### src/rtl/dual_port_ram.sv
// True dual-port RAM, one clock, registered read data per port, read latency one cycle.
// No backpressure: both ports accept an access every cycle; port 0 wins a same-address write/write.
// Optional build macro DUAL_PORT_RAM_FWD_EN: cross-port read-during-write returns the new write data.
module dual_port_ram #(
    parameter int DATA_WIDTH    = 8,
    parameter int ADDRESS_WIDTH = 8
) (
    input  logic                     clk,
    input  logic                     rst_n,
    input  logic                     cs_0,
    input  logic                     oe_0,
    input  logic                     we_0,
    input  logic [ADDRESS_WIDTH-1:0] address_0,
    input  logic [DATA_WIDTH-1:0]    din_0,
    output logic [DATA_WIDTH-1:0]    dout_0,
    input  logic                     cs_1,
    input  logic                     oe_1,
    input  logic                     we_1,
    input  logic [ADDRESS_WIDTH-1:0] address_1,
    input  logic [DATA_WIDTH-1:0]    din_1,
    output logic [DATA_WIDTH-1:0]    dout_1,
    output logic                     collision
);
    localparam int DEPTH = 1 << ADDRESS_WIDTH;

    logic [DATA_WIDTH-1:0] mem [DEPTH];

    logic                  wr_0;
    logic                  wr_1;
    logic                  rd_0;
    logic                  rd_1;
    logic                  same_addr;
    logic [DATA_WIDTH-1:0] rdata_0;
    logic [DATA_WIDTH-1:0] rdata_1;

    assign wr_0      = cs_0 & we_0;
    assign wr_1      = cs_1 & we_1;
    assign rd_0      = cs_0 & ~we_0 & oe_0;
    assign rd_1      = cs_1 & ~we_1 & oe_1;
    assign same_addr = (address_0 == address_1);

    // A reading port is never writing, so forwarding only ever takes the other port's din.
    always_comb begin
        rdata_0 = mem[address_0];
        rdata_1 = mem[address_1];
`ifdef DUAL_PORT_RAM_FWD_EN
        if (wr_1 && same_addr) begin
            rdata_0 = din_1;
        end
        if (wr_0 && same_addr) begin
            rdata_1 = din_0;
        end
`endif
    end

    // Storage is deliberately left untouched by reset; reset only blocks writes.
    always_ff @(posedge clk or negedge rst_n) begin
        if (!rst_n) begin
        end else begin
            if (wr_1 && !(wr_0 && same_addr)) begin
                mem[address_1] <= din_1;
            end
            if (wr_0) begin
                mem[address_0] <= din_0;
            end
        end
    end

    always_ff @(posedge clk or negedge rst_n) begin
        if (!rst_n) begin
            dout_0    <= '0;
            dout_1    <= '0;
            collision <= 1'b0;
        end else begin
            if (rd_0) begin
                dout_0 <= rdata_0;
            end
            if (rd_1) begin
                dout_1 <= rdata_1;
            end
            collision <= wr_0 & wr_1 & same_addr;
        end
    end

endmodule

### config.mk
export PLATFORM = sky130hd
export DESIGN_NAME = dual_port_ram
export DESIGN_NICKNAME = d
export VERILOG_FILES = /design/src/rtl/dual_port_ram.sv
export SDC_FILE = /design/constraint.sdc
export NUM_CORES = 2
export LEC_CHECK = 0
export CORE_MARGIN = 2
export CORE_UTILIZATION = 52
export CTS_BUF_LIST = sky130_fd_sc_hd__clkbuf_16
export DETAILED_ROUTE_END_ITERATION = 8
export PLACE_DENSITY = 0.69
export SLEW_MARGIN = 20
export SYNTH_ARGS = -nofsm -noshare
export SYNTH_HDL_FRONTEND = slang
export SYNTH_SLANG_ARGS = --single-unit
### constraint.sdc
create_clock -name clk -period 4.5 [get_ports clk]
set_input_delay 0.675 -clock clk [delete_from_list [all_inputs] [get_ports clk]]
set_output_delay 0.675 -clock clk [all_outputs]
set_load 0.01 [all_outputs]
==> metrics.md <==
| Metric | Value |
|---|---|
| R2r setup slk | 0.78 ns |
| Leakage | 44.6 nW |
| Syn Area/Cell | 15.3 um^2 |
| Sequential area share after synthesis | 49.7% |
| WP data required | 5.21 ns |
| Synth warn | 0 |
| Worst ir drop on vdd | 0.000325 V |
| Minimum clock period | 4.26 ns |
| Setup slack after layout | 0.245 ns |
| Hold crit path type | in -> async |
| Chip width | 493 um |
| First-pass GRT wire length | 695000 um |
| Total gr overflow | 0 |
| Status | finished clean |
| Post-CTS Setup Bufs | 0 |
| Crit path DAT | between 4 and 5 ns |
| PD cells | roughly 330 mW/mm^2 |
| CTS root buffer | clkbuf_16 |
| Ys async rst share | 0.823% |
| DP Area | 0.131 mm^2 |
| Post-Layout Inst Area | approximately 0.14 mm^2 |
| Internal | about 34 mW |
| MaxCap Viol Count | 0 |
| Net Sw Frac | 25.6% |
| Fin crit share | 94.6% |
| Slowest CP cell | nor4_1 |
| Commonest cells after routing, fill and taps aside | mux2_2 (2067), edfxtp_1 (2048), mux4_2 (956) |
| Placed Cells | 11000 |
| Startpoint Class | input pin |
| Most common cell after layout, fill and taps aside | mux2_2 |
| Crit-path cells | clkdlybuf4s50_1 -> buf_4 -> nor2b_1 -> buf_4 -> nand2_1 -> buf_4 -> nor3_1 -> nor3_1 -> o21ai_0 -> nor4_1 -> buf_4 -> a31oi_1 |
| Largest fanout on the critical path | 19 |
| Vias per Instance | 7.65 |
| Worst-Margin Slew | about 1.4 ns |
| Setup Skew | 0.0683 ns |
| DRC violations left | 0 |
| Die height | 493 um |
| 1st-iter DRT viols | 15200 |
| I/O pins | 57 |
| Pins over their slew limit | 0 |
| Total global-route track usage | about two fifths |
| H-Tree Level Count | 4 |
| Largest net degree at the start of global routing | about 130 |
| Primary FF master, synth | edfxtp_1 |
| Worst-path clk slew | 0.06 ns |
| Clock share of power | 41.7% |
| Crit path from | address_1[5] |
| Post-synth net total | 8187 |
| Final nets | 8132 |
| Max Freq | between 0.2 and 0.25 GHz |
| Synthesis-stage register bit count | around 2100 |
| Post-Syn Instances | roughly 8100 |
| Non-filler instance count after layout | 11500 |
| Core ar. | approximately 0.24 mm^2 |
| Worst skew pair latency | 0.89 ns |
| R2R depth | 8 |
| # rows | about 180 |
| DR vias | 87700 |
| Routed Wire Length | 505000 um |
| Cell area after synthesis | 0.125 mm^2 |
| Synth cell types | 74 |
| RD Place Congestion | 1.03 |
| Comb power frac | 12.3% |
| Sw Pwr | approximately 12 mW |
| CP most frequent cell | buf_4 |
| Place WS | -0.212 ns |
| EDFF count, synth | 2048 |
| Post-CTS Hold Fix Bufs | 0 |
| Die area | 0.243 mm^2 |
| R2r startpoint | mem[64][5] |
| Clock Sink Count | 2065 |
| Layout cells sized above 1 | 51.2% |
| Hold Vio Cnt, Final | 0 |
| Post-route ant nets | 0 |
| Flop pwr share | 46.0% |
| Pre-antenna DRT Iters | 8 |
| Number of buffers created by CTS | around 220 |
| Setup violators final | 0 |
| Slowest cell delay on critical path | 0.88 ns |
| Clock Path Buffers | 3 |
| Initial antenna violation count | 49 |
| CP Class | in -> reg |
| Fill count | approximately 18000 |
| Routed wire per std cell | 44.0 um |
| Critical Path Sink Type | register |
| Power consumption | 46.3 mW |
| Port bufs | 56 |
| Initial Utilization | 52.3% |
| Vias in the first global route | between 80000 and 90000 |
| Post_cts resized | 0 |
| Post-detail-place hpwl | between 300000 and 400000 um |
| RSZ-0062 raised after global routing | false |
| Rel. slew slack | 6.12% |
| CTS tree | done |
| Layout area overhead | 11.7% |
## synthesized netlist by cell type (5+ instances only)
| library cell | count | area (um^2) |
|---|---|---|
| o32ai_1 | 6 | 52.6 |
| edfxtp_1 | 2048 | 61500 |
| o31ai_1 | 7 | 52.6 |
| a21oi_1 | 46 | 230 |
| a2111oi_0 | 19 | 166 |
| mux2_2 | 2067 | 23300 |
| buf_1 | 45 | 169 |
| nor2_2 | 141 | 882 |
| a22o_1 | 7 | 61.3 |
| nand2_1 | 322 | 1210 |
| or2_2 | 5 | 31.3 |
| buf_4 | 70 | 526 |
| a41o_1 | 5 | 50.1 |
| a31oi_1 | 27 | 169 |
| o41ai_1 | 16 | 140 |
| a32oi_1 | 36 | 315 |
| o22a_1 | 5 | 43.8 |
| nor2b_1 | 39 | 244 |
| and2_1 | 14 | 87.6 |
| o2111ai_1 | 6 | 52.6 |
| and3_1 | 28 | 175 |
| o22ai_1 | 250 | 1560 |
| a41oi_1 | 7 | 61.3 |
| a211oi_1 | 43 | 323 |
| inv_1 | 7 | 26.3 |
| a311oi_1 | 11 | 96.3 |
| nand3_1 | 107 | 536 |
| mux2i_1 | 364 | 3640 |
| dfrtp_1 | 17 | 425 |
| o211ai_1 | 14 | 105 |
| a221oi_1 | 15 | 131 |
| o21ai_0 | 100 | 500 |
| buf_2 | 206 | 1030 |
| nor2_1 | 162 | 608 |
| buf_6 | 7 | 78.8 |
| a22oi_1 | 140 | 1050 |
| xor2_1 | 7 | 61.3 |
| nor3_1 | 22 | 110 |
| clkbuf_1 | 641 | 2410 |
| nand4_1 | 35 | 219 |
| nor4_1 | 10 | 62.6 |
| mux4_2 | 956 | 21500 |
| nand2b_1 | 13 | 81.3 |
## worst max-delay path: cells and delay by family
family | cells | cell delay (ns)
AOI/OAI and AO/OA | 2 | 0.27
buffers and inverters | 5 | 1.64
and+or+nand+nor | 5 | 2.33
## worst paths after layout
path,endpoint
worst max-delay path,dout_1[5]
worst min-delay path,dout_1[1]
worst max register to register,dout_1[5]
worst min register to register,dout_0[1]
max in group asynchronous,dout_1[5]
min in group clk,mem[172][3]
## through the flow
step	setup TNS, ns	util [%]	hold slack [ns]
final	0	58.4	0.484
after global routing	0	58.4	0.488
after CTS	0	58.3	0.440
after detailed placement	-0.316	55.2	0.741
after global placement	-0.762	55.1	0.749
after floorplan	0	-	0.379
## power groups by stage
stage	clock [mW]	sequential (mW)	combinational, mW
after floorplan	0	21.6	3.24
after global placement	0	21.7	5.33
after detailed placement	0	21.7	5.42
after CTS	19.3	21.3	5.44
after global routing	20.0	21.3	5.75
final	19.3	21.3	5.71
## flip-flops by register name (all words and copies together), names as in the netlist
| name | count |
|---|---|
| mem | 2048 |
| dout_1 | 8 |
| collision | 1 |
| dout_0 | 8 |
## routing by layer
layer | up-vias | part of all wire (%) | global-route usage, %
met3 | 1790 | 14 | 14.5
li1 | 33200 | - | -
met1 | 45300 | 34 | 52.6
met2 | 7426 | 43 | 59.0
met5 | - | 0.062 | 0.489
met4 | 48 | 8.1 | 26.6
## layout make-up
cell class                 instances  area [um^2]  area share, %
sequential                      2065        61900           44.5
multi-input combinational       5103        58800           42.3
timing repair buffer             690         6740           4.85
clock buffer                     226         5660           4.07
tap                             3167         3960           2.85
clock inverter                   180         1820           1.31
antenna                           30         75.1         0.0540
inverter                          10         45.0         0.0324
## kinds of logic after synthesis
logic type,after synthesis,share of synthesized area (%)
DFF,2065,49.7
AOI/OAI and AO/OA,786,4.33
and+or+nand+nor,922,3.58
buffers and inverters,979,3.41
muxes,3387,38.9
xor gates and xnor gates,8,0.0563
No activity file was read; power rests on OpenSTA's default activity.
